[config.mk]
export PLATFORM = sky130hd
export DESIGN_NAME = conv_window_ctrl_flat
export DESIGN_NICKNAME = d
export VERILOG_FILES = /design/src/rtl/conv_window_ctrl_if.sv /design/src/rtl/conv_window_ctrl.sv /design/src/flat_wrapper.sv
export SDC_FILE = /design/constraint.sdc
export NUM_CORES = 1
export LEC_CHECK = 0
export ABC_CLOCK_PERIOD_IN_PS = 9850
export CAP_MARGIN = 20
export CORE_MARGIN = 5
export CORE_UTILIZATION = 50
export CTS_CLUSTER_DIAMETER = 150
export DETAILED_ROUTE_END_ITERATION = 16
export GPL_ROUTABILITY_DRIVEN = 1
export GPL_TIMING_DRIVEN = 0
export HOLD_SLACK_MARGIN = 0.05
export MAX_ROUTING_LAYER = met4
export PLACE_DENSITY = 0.85
export SLEW_MARGIN = 20
export SYNTH_ARGS = -nofsm -noshare
export SYNTH_HDL_FRONTEND = slang
export SYNTH_SLANG_ARGS = --single-unit
[constraint.sdc]
create_clock -name clock -period 9.85 [get_ports clock]
set_input_delay 1.4775 -clock clock [delete_from_list [all_inputs] [get_ports clock]]
set_output_delay 1.4775 -clock clock [all_outputs]
set_load 0.01 [all_outputs]
[src/rtl/conv_window_ctrl_if.sv]
// ---------------------------------------------------------------------------
// conv_window_ctrl_if
//
// Bundles every non-clock/reset signal of conv_window_ctrl:
//   frame request : width, height, start, abort
//   pixel stream  : in_valid, in_ready, (out_ready when
//                   CONV_WIN_CTRL_BACKPRESSURE_EN is defined)
//   generator     : fifo_reset_n, fifo_width, fifo_read
//   window marks  : win_valid, win_col, win_row, sof, eof
//   status        : busy, frame_done, cfg_err
//
// Modports:
//   slave  - the controller itself (consumes requests, drives status/marks)
//   master - the surrounding system / testbench
// ---------------------------------------------------------------------------
interface conv_window_ctrl_if;
  logic [15:0] width;
  logic [15:0] height;
  logic        start;
  logic        abort;
  logic        in_valid;
  logic        in_ready;
`ifdef CONV_WIN_CTRL_BACKPRESSURE_EN
  logic        out_ready;
`endif
  logic        fifo_reset_n;
  logic [15:0] fifo_width;
  logic        fifo_read;
  logic        win_valid;
  logic [15:0] win_col;
  logic [15:0] win_row;
  logic        sof;
  logic        eof;
  logic        busy;
  logic        frame_done;
  logic        cfg_err;

  modport slave (
    input  width, height, start, abort, in_valid,
`ifdef CONV_WIN_CTRL_BACKPRESSURE_EN
    input  out_ready,
`endif
    output in_ready, fifo_reset_n, fifo_width, fifo_read,
    output win_valid, win_col, win_row, sof, eof,
    output busy, frame_done, cfg_err
  );

  modport master (
    output width, height, start, abort, in_valid,
`ifdef CONV_WIN_CTRL_BACKPRESSURE_EN
    output out_ready,
`endif
    input  in_ready, fifo_reset_n, fifo_width, fifo_read,
    input  win_valid, win_col, win_row, sof, eof,
    input  busy, frame_done, cfg_err
  );
endinterface

[src/rtl/conv_window_ctrl.sv]
// ---------------------------------------------------------------------------
// conv_window_ctrl
//
// Sequencing controller for a KxK line-buffer window generator with a
// read/width/reset_n interface. It validates and latches the frame
// dimensions, holds the generator in reset for one cycle while it loads its
// size register, gates the pixel stream into it, tracks column/row of every
// accepted pixel and marks the windows that lie fully inside the image.
//
// Ports:
//   clock   - single clock, rising edge
//   reset_n - asynchronous active-low reset
//   bus     - conv_window_ctrl_if.slave (request, stream, generator, marks)
//
// Parameters:
//   K         - kernel size
//   MAX_WIDTH - largest accepted width (generator MEMORY_SIZE)
//
// Optional feature macro: CONV_WIN_CTRL_BACKPRESSURE_EN
//   defined   - bus.out_ready gates acceptance and holds the window outputs
//   undefined - in_ready is high for the whole RUN state
// ---------------------------------------------------------------------------
module conv_window_ctrl #(
  parameter int K         = 3,
  parameter int MAX_WIDTH = 4096
) (
  input logic               clock,
  input logic               reset_n,
  conv_window_ctrl_if.slave bus
);

  localparam logic [1:0] IDLE = 2'd0;
  localparam logic [1:0] LOAD = 2'd1;
  localparam logic [1:0] RUN  = 2'd2;
  localparam logic [1:0] DONE = 2'd3;

  localparam logic [15:0] K_W   = 16'(K);
  localparam logic [15:0] K_M1  = 16'(K - 1);
  localparam logic [15:0] MAX_W = 16'(MAX_WIDTH);

  logic [1:0]  state;
  logic [1:0]  state_next;
  logic [15:0] width_q;
  logic [15:0] height_q;
  logic [15:0] col;
  logic [15:0] row;
  logic        out_ok;
  logic        dims_ok;
  logic        start_idle;
  logic        accept;
  logic        qualify;
  logic        last_pixel;

  logic        win_valid_q;
  logic [15:0] win_col_q;
  logic [15:0] win_row_q;
  logic        sof_q;
  logic        eof_q;
  logic        cfg_err_q;

`ifdef CONV_WIN_CTRL_BACKPRESSURE_EN
  assign out_ok = bus.out_ready;
`else
  assign out_ok = 1'b1;
`endif

  // Dimension check uses the live inputs; everything after acceptance of
  // start works from the latched copies only.
  assign dims_ok    = (bus.width >= K_W) && (bus.width <= MAX_W) && (bus.height >= K_W);
  assign start_idle = (state == IDLE) && bus.start && !bus.abort;

  // Abort wins over a pixel offered in the same cycle.
  assign accept     = bus.in_valid && bus.in_ready && !bus.abort;
  assign qualify    = (col >= K_M1) && (row >= K_M1);
  assign last_pixel = (col == width_q - 16'd1) && (row == height_q - 16'd1);

  assign bus.in_ready     = (state == RUN) && out_ok;
  assign bus.fifo_read    = accept;
  // Generator is released only in RUN/DONE; IDLE and LOAD keep it in reset
  // so it samples width-K from a stable fifo_width.
  assign bus.fifo_reset_n = (state == RUN) || (state == DONE);
  assign bus.fifo_width   = width_q;
  assign bus.busy         = (state != IDLE);
  assign bus.frame_done   = (state == DONE);
  assign bus.cfg_err      = cfg_err_q;
  assign bus.win_valid    = win_valid_q;
  assign bus.win_col      = win_col_q;
  assign bus.win_row      = win_row_q;
  assign bus.sof          = sof_q;
  assign bus.eof          = eof_q;

  always_comb begin
    // NOTE: default assignment first so every path drives state_next and no
    // latch is inferred.
    state_next = state;
    if (bus.abort) begin
      state_next = IDLE;
    end else begin
      case (state)
        IDLE:    if (bus.start && dims_ok) state_next = LOAD;
        LOAD:    state_next = RUN;
        RUN:     if (accept && last_pixel) state_next = DONE;
        DONE:    state_next = IDLE;
        default: state_next = IDLE;
      endcase
    end
  end

  // NOTE: sequential state uses non-blocking assignments so every register
  // samples the pre-edge values regardless of statement order.
  always_ff @(posedge clock or negedge reset_n) begin
    if (!reset_n) begin
      state <= IDLE;
    end else begin
      state <= state_next;
    end
  end

  // Frame configuration and pixel position counters.
  always_ff @(posedge clock or negedge reset_n) begin
    if (!reset_n) begin
      width_q   <= 16'd0;
      height_q  <= 16'd0;
      col       <= 16'd0;
      row       <= 16'd0;
      cfg_err_q <= 1'b0;
    end else begin
      cfg_err_q <= start_idle && !dims_ok;
      if (start_idle && dims_ok) begin
        width_q  <= bus.width;
        height_q <= bus.height;
        col      <= 16'd0;
        row      <= 16'd0;
      end else if (accept) begin
        if (col == width_q - 16'd1) begin
          col <= 16'd0;
          row <= row + 16'd1;
        end else begin
          col <= col + 16'd1;
        end
      end
    end
  end

  // Window marks, registered to line up with the generator's own registered
  // valid. Held while downstream stalls; cleared by abort.
  always_ff @(posedge clock or negedge reset_n) begin
    if (!reset_n) begin
      win_valid_q <= 1'b0;
      win_col_q   <= 16'd0;
      win_row_q   <= 16'd0;
      sof_q       <= 1'b0;
      eof_q       <= 1'b0;
    end else if (bus.abort) begin
      win_valid_q <= 1'b0;
      sof_q       <= 1'b0;
      eof_q       <= 1'b0;
    end else if (out_ok) begin
      win_valid_q <= accept && qualify;
      sof_q       <= accept && qualify && (col == K_M1) && (row == K_M1);
      eof_q       <= accept && qualify && last_pixel;
      if (accept && qualify) begin
        win_col_q <= col;
        win_row_q <= row;
      end
    end
  end

endmodule

[src/flat_wrapper.sv]
// flat-port wrapper written by rule: the top's interface ports become plain ports
module conv_window_ctrl_flat 
#(
  parameter int K         = 3,
  parameter int MAX_WIDTH = 4096
)
  (clock, reset_n, bus_width, bus_height, bus_start, bus_abort, bus_in_valid, bus_in_ready, bus_fifo_reset_n, bus_fifo_width, bus_fifo_read, bus_win_valid, bus_win_col, bus_win_row, bus_sof, bus_eof, bus_busy, bus_frame_done, bus_cfg_err);
  conv_window_ctrl_if bus_i ();
  input logic clock;
  input logic reset_n;
  input wire logic [$bits(bus_i.width)-1:0] bus_width;
  input wire logic [$bits(bus_i.height)-1:0] bus_height;
  input wire logic [$bits(bus_i.start)-1:0] bus_start;
  input wire logic [$bits(bus_i.abort)-1:0] bus_abort;
  input wire logic [$bits(bus_i.in_valid)-1:0] bus_in_valid;
  output wire logic [$bits(bus_i.in_ready)-1:0] bus_in_ready;
  output wire logic [$bits(bus_i.fifo_reset_n)-1:0] bus_fifo_reset_n;
  output wire logic [$bits(bus_i.fifo_width)-1:0] bus_fifo_width;
  output wire logic [$bits(bus_i.fifo_read)-1:0] bus_fifo_read;
  output wire logic [$bits(bus_i.win_valid)-1:0] bus_win_valid;
  output wire logic [$bits(bus_i.win_col)-1:0] bus_win_col;
  output wire logic [$bits(bus_i.win_row)-1:0] bus_win_row;
  output wire logic [$bits(bus_i.sof)-1:0] bus_sof;
  output wire logic [$bits(bus_i.eof)-1:0] bus_eof;
  output wire logic [$bits(bus_i.busy)-1:0] bus_busy;
  output wire logic [$bits(bus_i.frame_done)-1:0] bus_frame_done;
  output wire logic [$bits(bus_i.cfg_err)-1:0] bus_cfg_err;
  assign bus_i.width = bus_width;
  assign bus_i.height = bus_height;
  assign bus_i.start = bus_start;
  assign bus_i.abort = bus_abort;
  assign bus_i.in_valid = bus_in_valid;
  assign bus_in_ready = bus_i.in_ready;
  assign bus_fifo_reset_n = bus_i.fifo_reset_n;
  assign bus_fifo_width = bus_i.fifo_width;
  assign bus_fifo_read = bus_i.fifo_read;
  assign bus_win_valid = bus_i.win_valid;
  assign bus_win_col = bus_i.win_col;
  assign bus_win_row = bus_i.win_row;
  assign bus_sof = bus_i.sof;
  assign bus_eof = bus_i.eof;
  assign bus_busy = bus_i.busy;
  assign bus_frame_done = bus_i.frame_done;
  assign bus_cfg_err = bus_i.cfg_err;
  conv_window_ctrl #(.K(K), .MAX_WIDTH(MAX_WIDTH)) u_core (.clock(clock), .reset_n(reset_n), .bus(bus_i));
endmodule
==> metrics.md <==
| Metric | Value |
|---|---|
| Status | completed |
| Post-DP HPWL | 11,590 um |
| Yosys top cell area share | 44.28% |
| Cts repair resizes | 0 |
| DR vias | 5,208 |
| Setup violations, final | 0 |
| Distinct cell type count after synthesis | 64 |
| Final min period | 4.932 ns |
| Sw power | 0.5047 mW |
| Worst setup SP type | primary input |
| FFs w/ async S/R, synth | 100.0% |
| Leakage | 3.157 nW |
| Antenna diode count | 0 |
| Post-Layout Cell Count | 880 |
| Initial Util | 50.70% |
| Internal power | 0.8829 mW |
| # rows | 39 |
| PortBufs | 93 |
| #FFs+latches synth | 102 |
| Final Skew | 0.004849 ns |
| Hold crit path type | flip-flop to flip-flop |
| Clock power share | 24.8% |
| Comb pwr share | 34.6% |
| Sequential power share | 40.6% |
| Initial antenna violation count | 0 |
| Cell taking the most area after synthesis | dfrtp_1 |
| Final nets | 779 |
| Clock buffer depth | 2 |
| Slew margin rel. | 28.59% |
| Max_cap viols | 0 |
| # DRC | 0 |
| Routed wire length | 15,750 um |
| Synthesized cell area | 0.005764 mm^2 |
| Fmax achieved | 202.7 MHz |
| Tightest Pin Transition | 1.061 ns |
| Layout area overhead | 24.81% |
| Core region area | 0.01137 mm^2 |
| Sw frac | 36.37% |
| Placed Cells | 865 |
| Tot Pwr | 1.388 mW |
| Fillers | 921 |
| Clock Sink Count | 102 |
| CP top delay family | buffers and inverters |
| Type of the worst setup path | primary input to primary output |
| RSZ-0062 raised after global routing | no |
| Clock transition at path regs | 0.06 ns |
| Final GP Congestion | 0.9723 |
| Setup TNS | 0 ns |
| Synth warnings | 0 |
| Die width | 117.4 um |
| CP max FO | 10 |
| Fin crit share | 50.07% |
| Worst endpoint data arrival time | 3.45 ns |
| Post-layout instance area | 0.007194 mm^2 |
| Setup WS post-layout | 4.918 ns |
| Power Density | 192.9 mW/mm^2 |
| Share of cells above drive strength 1 | 8.820% |
| Pins Over Slew Limit | 0 |
| Final hold vios | 0 |
| Post-CTS Setup Inserts | 0 |
| Peak supply drop | 115.6 uV |
| First-pass GRT wire length | 26,410 um |
| Die area | 0.01378 mm^2 |
| Root Buffer | clkbuf_16 |
| Worst skew pair latency | 0.35 ns |
| Via/cell ratio | 5.918 |
| Pin count of the biggest net entering global routing | 65 |
| Total grt overflow | 0 |
| Syn_nets | 674 |
| Synth Instances | 628 |
| Worst path buffer plus inverter count | 4 |
| Routed length per instance | 17.90 um |
| Syn Area/Cell | 9.179 um^2 |
| Initial drt markers | 485 |
| Slowest stage delay, CP | 0.68 ns |
| Crit-path slowest cell | clkdlybuf4s50_1 |
| Die Ht | 117.4 um |
| Placed inst area | 0.006903 mm^2 |
| CP endpoint kind | primary output |
| Num CTS Buffers | 9 |
| Top FF cell, synth | dfrtp_1 |
| Register area share after synthesis | 44.28% |
| Sequential cell area | 0.002552 mm^2 |
| CTS H-tree lvls | 3 |
| Most frequent CP cell | clkdlybuf4s50_1 |
| ANT nets after route | 0 |
| Post-synth EDFFs | 0 |
| Critical Path RT | 8.37 ns |
| Setup WS pre-CTS | 4.956 ns |
| GRT Resource Usage Total | 23.50% |
| CTS tree | built |
| Top Ports | 94 |
| Vias in the first global route | 5,424 |
| Crit-path cells | clkdlybuf4s50_1 -> or2_2 -> clkbuf_1 -> clkinv_1 -> clkdlybuf4s50_1 |
| Top cells by area, synth | dfrtp_1 (44%), nand2_1 (6.8%), mux2_2 (6.3%) |
| Multi-input logic area | 0.002975 mm^2 |
| Quantity of hold-fixing buffers added after cts | 0 |
| DRT Pass-1 Iters | 5 |
==> per-stage QoR <==
step | utilization [%] | hold slack [ns]
finish | 63.28 | 0.5062
global route | 63.28 | 0.5281
detailed placement | 60.71 | 0.4953
CTS | 63.22 | 0.5107
floorplan | - | 0.4652
global placement | 60.46 | 0.4885
==> cell usage in the layout (no fill, tap or decap), types with 22 or more instances in the layout <==
cell             instances
xnor2_1                 27
o21ai_0                 22
nor2_1                  44
clkbuf_1                34
mux2_2                  32
xor2_1                  22
nand2_1                105
clkdlybuf4s50_1         92
nor3_1                  22
dfrtp_1                102
==> cells in the mapped netlist, types with 4 or more instances <==
cell,n
and3_1,10
nor3_1,22
nand2b_1,7
clkbuf_1,34
a21oi_1,11
inv_1,19
a31oi_1,6
dfrtp_1,102
nand2_1,105
o21ai_0,22
xor2_1,22
nand4_1,19
o22a_1,8
ha_1,9
nand3_1,19
nor2_1,44
and2_1,8
mux2i_1,4
xnor2_1,27
mux2_2,32
nor2b_1,5
or3_1,8
nor4_1,20
==> layout make-up <==
| cell class | instances | share of cell area [%] |
|---|---|---|
| Tap cell | 143 | 2.487 |
| Sequential cell | 102 | 35.48 |
| Inverter | 20 | 1.043 |
| Timing Repair Buffer | 94 | 13.34 |
| Multi-Input combinational cell | 465 | 41.36 |
| Clock buffer | 12 | 3.704 |
| Buffer | 41 | 2.330 |
| Clock inverter | 3 | 0.2609 |
==> kinds of logic (layout without fill, tap and decap cells) <==
logic type | Yosys count | count (layout) | share of synthesized area, %
compound gates | 77 | 77 | 9.182
xor+xnor | 49 | 49 | 7.445
fa+ha+maj | 9 | 9 | 1.954
buf+inv | 61 | 170 | 4.211
flops | 102 | 102 | 44.28
mux | 36 | 36 | 6.946
simple gates | 294 | 294 | 25.98
==> state kept, by name, summed over array words and instances (netlist names) <==
name / cells
u_core.bus.cfg_err: 1
u_core.bus.eof: 1
u_core.bus.fifo_width: 16
u_core.bus.sof: 1
u_core.bus.win_col: 16
u_core.bus.win_row: 16
u_core.bus.win_valid: 1
u_core.col: 16
u_core.height_q: 16
u_core.row: 16
u_core.state: 2
==> worst reg2reg max path, stage by stage (launching register included) <==
cell and delay [ns]:
dfrtp_1 0.45, inv_1 0.10, ha_1 0.25, nor4b_2 0.63, nand2_1 0.15, o311ai_0 0.36
nor2_1 0.13, or4_4 0.56, nor4_1 0.52, o21ai_0 0.21, a221oi_1 0.30
==> power groups by stage <==
stage / clock network (mW) / logic [mW] / registers [mW]
4_1_cts: 0.347 / 0.473 / 0.562
6_report: 0.343 / 0.480 / 0.564
5_1_grt: 0.365 / 0.525 / 0.571
3_3_place_gp: 0 / 0.443 / 0.567
3_5_place_dp: 0 / 0.467 / 0.567
2_1_floorplan: 0 / 0.305 / 0.551
==> per-layer routing <==
metal / vias to the layer above / routed length (um) / global-route usage (%)
met5: - / 0 / -
met3: 49 / 871 / 4.524
li1: 2413 / - / -
met2: 212 / 8314 / 41.48
met1: 2534 / 6171 / 27.16
met4: 0 / 394 / 6.672
==> worst paths after layout <==
| check | slack (ns) | start | depth (start not counted) | end |
|---|---|---|---|---|
| max | 4.92 | bus_abort | 5 | bus_fifo_read |
| min | 0.51 | u_core.bus.win_row[10]$_DFFE_PN0P_ | 1 | u_core.bus.win_row[10]$_DFFE_PN0P_ |
| max reg2reg | 6.08 | u_core.bus.fifo_width[0]$_DFFE_PN0P_ | 10 | u_core.state[0]$_DFFE_PN0P_ |
| min reg2reg | 0.51 | u_core.bus.win_row[10]$_DFFE_PN0P_ | 1 | u_core.bus.win_row[10]$_DFFE_PN0P_ |
| max in group asynchronous | 8.18 | reset_n | 2 | u_core.bus.fifo_width[14]$_DFFE_PN0P_ |
| min in group asynchronous | 1.03 | reset_n | 1 | u_core.height_q[7]$_DFFE_PN0P_ |
No activity file was read; power rests on OpenSTA's default activity.
